**src/rtl/cdb_arbiter.sv**
```systemverilog
// cdb_arbiter: per-FU result FIFOs feeding a 4-slot round-robin common data bus.
// Define CDB_BYPASS_EN to let an empty FIFO's incoming result go straight to the bus.
module cdb_arbiter #(
    parameter int NUM_FU = 6,
    parameter int DEPTH  = 2
) (
    input  logic                 clk,
    input  logic                 rst_n,
    input  logic [NUM_FU-1:0]    fu_valid,
    output logic [NUM_FU-1:0]    fu_ready,
    input  logic [4*NUM_FU-1:0]  fu_index_flat,
    input  logic [16*NUM_FU-1:0] fu_value_flat,
    output logic [3:0]           cdb_valid_flat,
    output logic [15:0]          cdb_indices_flat,
    output logic [63:0]          cdb_values_flat
);
    localparam int PW = DEPTH > 1 ? $clog2(DEPTH) : 1;
    localparam int RW = NUM_FU > 1 ? $clog2(NUM_FU) : 1;
    typedef logic [19:0] ent_t;

    ent_t             mem [NUM_FU][DEPTH];
    logic [PW-1:0]    rd [NUM_FU];
    logic [PW-1:0]    wr [NUM_FU];
    logic [2:0]       cnt [NUM_FU];
    ent_t             in_d [NUM_FU];
    ent_t             data [NUM_FU];
    logic [NUM_FU-1:0] nonempty, push, elig, grant, wen, pop;
    logic [RW-1:0]    rr_ptr, rr_next;
    logic [3:0]       sv;
    ent_t             sd [4];

    always_comb begin
        for (int i = 0; i < NUM_FU; i++) begin
            nonempty[i] = cnt[i] != 3'd0;
            fu_ready[i] = rst_n && (cnt[i] < 3'(DEPTH));
            push[i]     = fu_valid[i] && fu_ready[i];
            in_d[i]     = {fu_index_flat[4*i+:4], fu_value_flat[16*i+:16]};
            data[i]     = nonempty[i] ? mem[i][rd[i]] : in_d[i];
        end
`ifdef CDB_BYPASS_EN
        elig = nonempty | push;
`else
        elig = nonempty;
`endif
    end

    // scan from rr_ptr, first four eligible FUs fill slots in scan order
    always_comb begin
        logic [RW:0] fi;
        logic [2:0]  n;
        grant   = '0;
        sv      = '0;
        rr_next = rr_ptr;
        n       = '0;
        fi      = '0;
        for (int s = 0; s < 4; s++) sd[s] = '0;
        for (int k = 0; k < NUM_FU; k++) begin
            fi = {1'b0, rr_ptr} + (RW+1)'(k);
            fi = fi >= (RW+1)'(NUM_FU) ? fi - (RW+1)'(NUM_FU) : fi;
            if (elig[fi[RW-1:0]] && n < 3'd4) begin
                grant[fi[RW-1:0]] = 1'b1;
                sv[n[1:0]]        = 1'b1;
                sd[n[1:0]]        = data[fi[RW-1:0]];
                n                 = n + 3'd1;
                rr_next           = fi[RW-1:0] == RW'(NUM_FU-1) ? '0 : fi[RW-1:0] + 1'b1;
            end
        end
    end

    // a bypassed (granted while empty) result never enters its FIFO
    assign pop = grant & nonempty;
    assign wen = push & ~(grant & ~nonempty);

    always_ff @(posedge clk) begin
        for (int i = 0; i < NUM_FU; i++)
            if (wen[i]) mem[i][wr[i]] <= in_d[i];
    end

    always_ff @(posedge clk or negedge rst_n) begin
        if (!rst_n) begin
            rr_ptr           <= '0;
            cdb_valid_flat   <= '0;
            cdb_indices_flat <= '0;
            cdb_values_flat  <= '0;
            for (int i = 0; i < NUM_FU; i++) begin
                rd[i]  <= '0;
                wr[i]  <= '0;
                cnt[i] <= '0;
            end
        end else begin
            if (|grant) rr_ptr <= rr_next;
            for (int s = 0; s < 4; s++) begin
                cdb_valid_flat[3-s]          <= sv[s];
                cdb_indices_flat[4*(3-s)+:4] <= sd[s][19:16];
                cdb_values_flat[16*(3-s)+:16] <= sd[s][15:0];
            end
            for (int i = 0; i < NUM_FU; i++) begin
                if (wen[i]) wr[i] <= wr[i] == PW'(DEPTH-1) ? '0 : wr[i] + 1'b1;
                if (pop[i]) rd[i] <= rd[i] == PW'(DEPTH-1) ? '0 : rd[i] + 1'b1;
                cnt[i] <= cnt[i] + 3'(wen[i]) - 3'(pop[i]);
            end
        end
    end
endmodule

```
**config.mk**
```make
export PLATFORM = sky130hd
export DESIGN_NAME = cdb_arbiter
export DESIGN_NICKNAME = d
export VERILOG_FILES = /design/src/rtl/cdb_arbiter.sv
export SDC_FILE = /design/constraint.sdc
export NUM_CORES = 1
export LEC_CHECK = 0
export CAP_MARGIN = 10
export CORE_UTILIZATION = 35
export DETAILED_ROUTE_END_ITERATION = 8
export MAX_ROUTING_LAYER = met4
export PLACE_DENSITY = 0.59
export REMOVE_ABC_BUFFERS = 1
export SLEW_MARGIN = 0
export SYNTH_ARGS = -nofsm -noshare
export SYNTH_HDL_FRONTEND = slang
export SYNTH_SLANG_ARGS = --single-unit
```
**constraint.sdc**
```tcl
create_clock -name clk -period 6.4 [get_ports clk]
set_input_delay 1.28 -clock clk [delete_from_list [all_inputs] [get_ports clk]]
set_output_delay 1.28 -clock clk [all_outputs]
set_load 0.05 [all_outputs]
```
[After elaboration in Yosys (flattened, before gate mapping)]
Memories as Yosys holds them, arrays and structs flattened.
Index checks and enable logic that the tools add are counted.
Storage, ports and cells
  memories kept: 1
  bits in latches: 0
  input port bits: 128
  output and inout bits: 90
  bits in registers: 117
  bits in writable memories: 240
  logic and storage cells: 401
  bits in read-only memories: 0
Memories
  mem: depth 6, bits a word 40, rd ports 6, clocked after Yosys merged registers in 0, wr ports 6, RTL line 21  | ent_t mem [NUM_FU][DEPTH];
Cells by class
  mux-type cells: 168
  $mul: 0
  divide/modulo/power cells: 0
  reduce and logical (&&, ||, !) cells: 48
  bitwise operators: 38
  $add $sub $neg: 45
  shifts and indexed selects: 0
  magnitude comparators: 73
  eq/ne operators: 6
Operator list (count)
  $mux 20: 48
  $bwmux 80: 5
  $mux 80: 5
  $bmux 20 s3: 6
  $mux 40: 6
  $demux 20 s2: 5
  $demux 20 s1: 6
  $mux 3: 22
  $logic_and 1x1->1: 39
  $mux 1: 37
  $mux 6: 6
  $add 3x1->3 const B: 10
  $or 6x6->6: 5
  $ge 2x2->1 const B: 12
  $ge 4x4->1 const B: 6
  $lt 3x4->1 const B: 6
  $not 1->2: 12
  $not 3->4: 6
  $ge 4x3->1 const B: 5
  $mux 4: 5
  $add 3x1->3: 6
  $and 6x6->6: 3
  $bmux 1 s3: 6
  $demux 1 s3: 6
  other kinds (24): 105

[Longest topological paths before layout]
  word-level depth: 25
  mapped depth: 32
  mapped depth without buffers: 27

[Worst setup path after synthesis]
No wires, ideal clock.
  kind: reg-to-reg
  from: register rr_ptr[0]
  to: memory mem[1][0] (netlist bit) (enable)
  setup time: 397 ps
  path slack: -89 ps
  required time: 6003 ps
  period minus slack after synthesis: 6489 ps
  stages on the path, launching flop included: 25
  path buffers: 7
  arrival time: 6092 ps
  cells stage by stage: dfrtp_1 > buf_4 > inv_2 > buf_2 > buf_1 > clkbuf_1 > ha_1 > buf_2 > a211o_1 > mux2_4 > o211ai_2 > nor2_1 > ha_1 > inv_1 > a211oi_4 > inv_2 > buf_6 > buf_2 > ha_1 > a21oi_2 > a311oi_4 > nand2_1 > nand3_1 > nand3_1 > nor2_1
RTL lines
  start: declaration: RTL line 28  | logic [RW-1:0] rr_ptr, rr_next;
  start signal: assignment: RTL line 91  | if (|grant) rr_ptr <= rr_next;
  end: declaration: RTL line 21

==> flow_summary.json <==
{
  "avgRoutedWirePerCell_um": 28.07,
  "min_path_type": "register to register",
  "final_common_cell": "mux2i_1",
  "synth_xor_area_share_pct": 1.491,
  "gp_congestion": 1.010,
  "core_mm2": 0.06081,
  "synth.avg_cell_area_um2": 10.18,
  "period_share_pct": 91.61,
  "die_area_mm2": 0.06310,
  "synth_top_family_by_area": "multiplexers",
  "ioPinCount": 218,
  "synth_edf_count": 240,
  "cts_hold_buf": 0,
  "numCtsBuffers": 43,
  "skew_ns": 0.02341,
  "finalHoldViolCount": 0,
  "ant_nets": 0,
  "num_antenna_cells": 0,
  "synth-simple-area-share_pct": 11.67,
  "grt_pass1_wl_um": 128000,
  "startpoint_type": "register",
  "crit_fanout": 16,
  "vias": 18392,
  "wl_um": 88260,
  "syn_inst": 2135,
  "synth_seq_cells": 357,
  "drv_slew": 0,
  "cts_tree": "done",
  "start_util_pct": 35.74,
  "final_layout_size_suffix_gt1_share_pct": 10.03,
  "ctsResizeCount": 0,
  "relSlewSlack_pct": 14.59,
  "post_drt_via_cell_ratio": 5.850,
  "grt-ovfl-total": 0,
  "post_synth_num_cell_types": 86,
  "synth_warnings": 0,
  "synth_top_flop_cell": "edfxtp_1",
  "post_synth_mux_area_share_pct": 17.52,
  "cts_max_level": 2,
  "area_growth_pct": 21.47,
  "die_height_um": 251.2,
  "grt_pass1_vias": 18362,
  "grt_max_degree": 72,
  "antenna_found_initial": 0,
  "mostFrequentLayoutCells": "337 x mux2i_1, 265 x nand2_1, 240 x edfxtp_1",
  "fmax_mhz": 170.6,
  "grt_setup_unrepaired": "false",
  "drc": 0,
  "path_clk_slew_ns": 0.06,
  "rows": 90,
  "clk_latency_ns": 0.58,
  "fp.dieW_um": 251.2,
  "worst_slew_pin_slew_ns": 1.281,
  "clkSinkCount": 357,
  "cp.required_ns": 6.85,
  "endpoint_kind": "register",
  "drtIter0Drc": 2284,
  "netlist_area_mm2": 0.02173,
  "ys_seq_area_share_pct": 46.63,
  "synthAdderAreaFrac_pct": 2.510,
  "nets": 2496,
  "cts_buffer_depth": 3,
  "fin_crit_ns": 5.863,
  "dp_hpwl_um": 64090,
  "drtPass1Iterations": 8,
  "post_cts_buffers": 0,
  "finalSetupViolCount": 0,
  "hold-worst-slack_ns": 0.4782,
  "grtUsageTotal_pct": 28.60,
  "max_cap_viol_count": 0,
  "ff2ff_setup_slack_ns": 0.54,
  "portBuffers": 217,
  "synthArstFlopShare_pct": 32.77,
  "synth_compound_area_share_pct": 16.00,
  "critical_path_class": "register to register",
  "crit_arrival_ns": 6.31,
  "cts_root_buf": "clkbuf_16",
  "status": "complete, no violations"
}
## worst max-delay path, cell delays in order (launching register included)
cell	delay, ns
dfrtp_1	0.44
inv_1	0.13
ha_1	0.52
nor2b_1	0.11
nor3_1	0.34
a2bb2o_1	0.27
nand2b_1	0.15
inv_1	0.07
ha_1	0.32
buf_4	0.15
inv_1	0.12
a211oi_4	0.20
buf_4	0.36
inv_2	0.07
ha_1	0.33
a21oi_2	0.33
and2_1	0.25
nor2_4	0.07
o211ai_1	0.77
buf_4	0.37
mux2_2	0.36
## state kept, by name, indices dropped and copies added (netlist names)
| signal | cells |
|---|---|
| cdb_valid_flat | 4 |
| cdb_values_flat | 64 |
| cdb_indices_flat | 16 |
| wr | 6 |
| rr_ptr | 3 |
| cnt | 18 |
| rd | 6 |
| mem | 240 |
## layer usage
metal / GRT usage, % / share of wire, % / vias to the layer above
met1: 37.34 / 43 / 8981
li1: - / - / 8301
met3: 4.670 / 7.5 / 186
met2: 43.52 / 45 / 924
met4: 13.03 / 5.0 / 0
met5: - / 0 / -
## synth_stat cells, types with 11 or more instances
| library cell | instances | area share [%] |
|---|---|---|
| nand3_1 | 23 | 0.53 |
| nor2_1 | 199 | 3.4 |
| a31oi_1 | 11 | 0.32 |
| o32ai_1 | 19 | 0.77 |
| xnor2_1 | 17 | 0.69 |
| mux2i_1 | 338 | 16 |
| ha_1 | 34 | 2.0 |
| and3_1 | 12 | 0.35 |
| buf_2 | 20 | 0.46 |
| dfrtp_1 | 117 | 13 |
| a21oi_1 | 87 | 2.0 |
| inv_1 | 44 | 0.76 |
| edfxtp_1 | 240 | 33 |
| and2_1 | 11 | 0.32 |
| a222oi_1 | 15 | 0.69 |
| clkbuf_1 | 105 | 1.8 |
| o21ai_0 | 169 | 3.9 |
| nand2_1 | 265 | 4.6 |
| mux2_2 | 23 | 1.2 |
| o22ai_1 | 55 | 1.6 |
| nor3_1 | 38 | 0.88 |
| a221o_1 | 19 | 0.88 |
| o211ai_1 | 23 | 0.79 |
| a22oi_1 | 44 | 1.5 |
| buf_1 | 32 | 0.55 |
## area by class of cell
type,count,area [um2]
timing repair buffer,319,2964
sequential,357,10140
fill,5778,34410
inverter,46,175.2
multi-input combinational,1561,10760
clock buffer,58,1174
tap,782,978.4
clock inverter,21,212.7
## cell families after synthesis
family          after synthesis
fa+ha+maj                    40
buf+inv                     217
simple gates                594
mux                         371
compound gates              525
xor+xnor                     31
flops                       357
## stage by stage
stage / util (%) / setup WS (ns) / std cells / TNS (ns) / cell area, um2
after floorplan: - / -4.871 / 1964 / -776.33 / 21000
after global placement: 41.13 / 0.7139 / 3065 / 0 / 25010
after detailed placement: 41.13 / 0.6538 / 3065 / 0 / 25010
after CTS: 43.41 / 0.6388 / 3144 / 0 / 26400
after global routing: 43.41 / 0.1824 / 3144 / 0 / 26400
final: 43.41 / 0.5369 / 3144 / 0 / 26400
## worst paths after layout
path | from | to | cells after the start
worst min register to register | rd[0] | rd[0] | 1
min in group asynchronous | rst_n | cdb_values_flat[28] | 1
worst max-delay path | rr_ptr[1] | cdb_values_flat[20] | 20
worst min-delay path | rd[0] | rd[0] | 1
max in group asynchronous | rst_n | cdb_values_flat[4] | 2
worst max register to register | rr_ptr[1] | cdb_values_flat[20] | 20
Power is not shown: default switching activity piles up to over one toggle a cycle in this logic, so the estimate is an artifact.
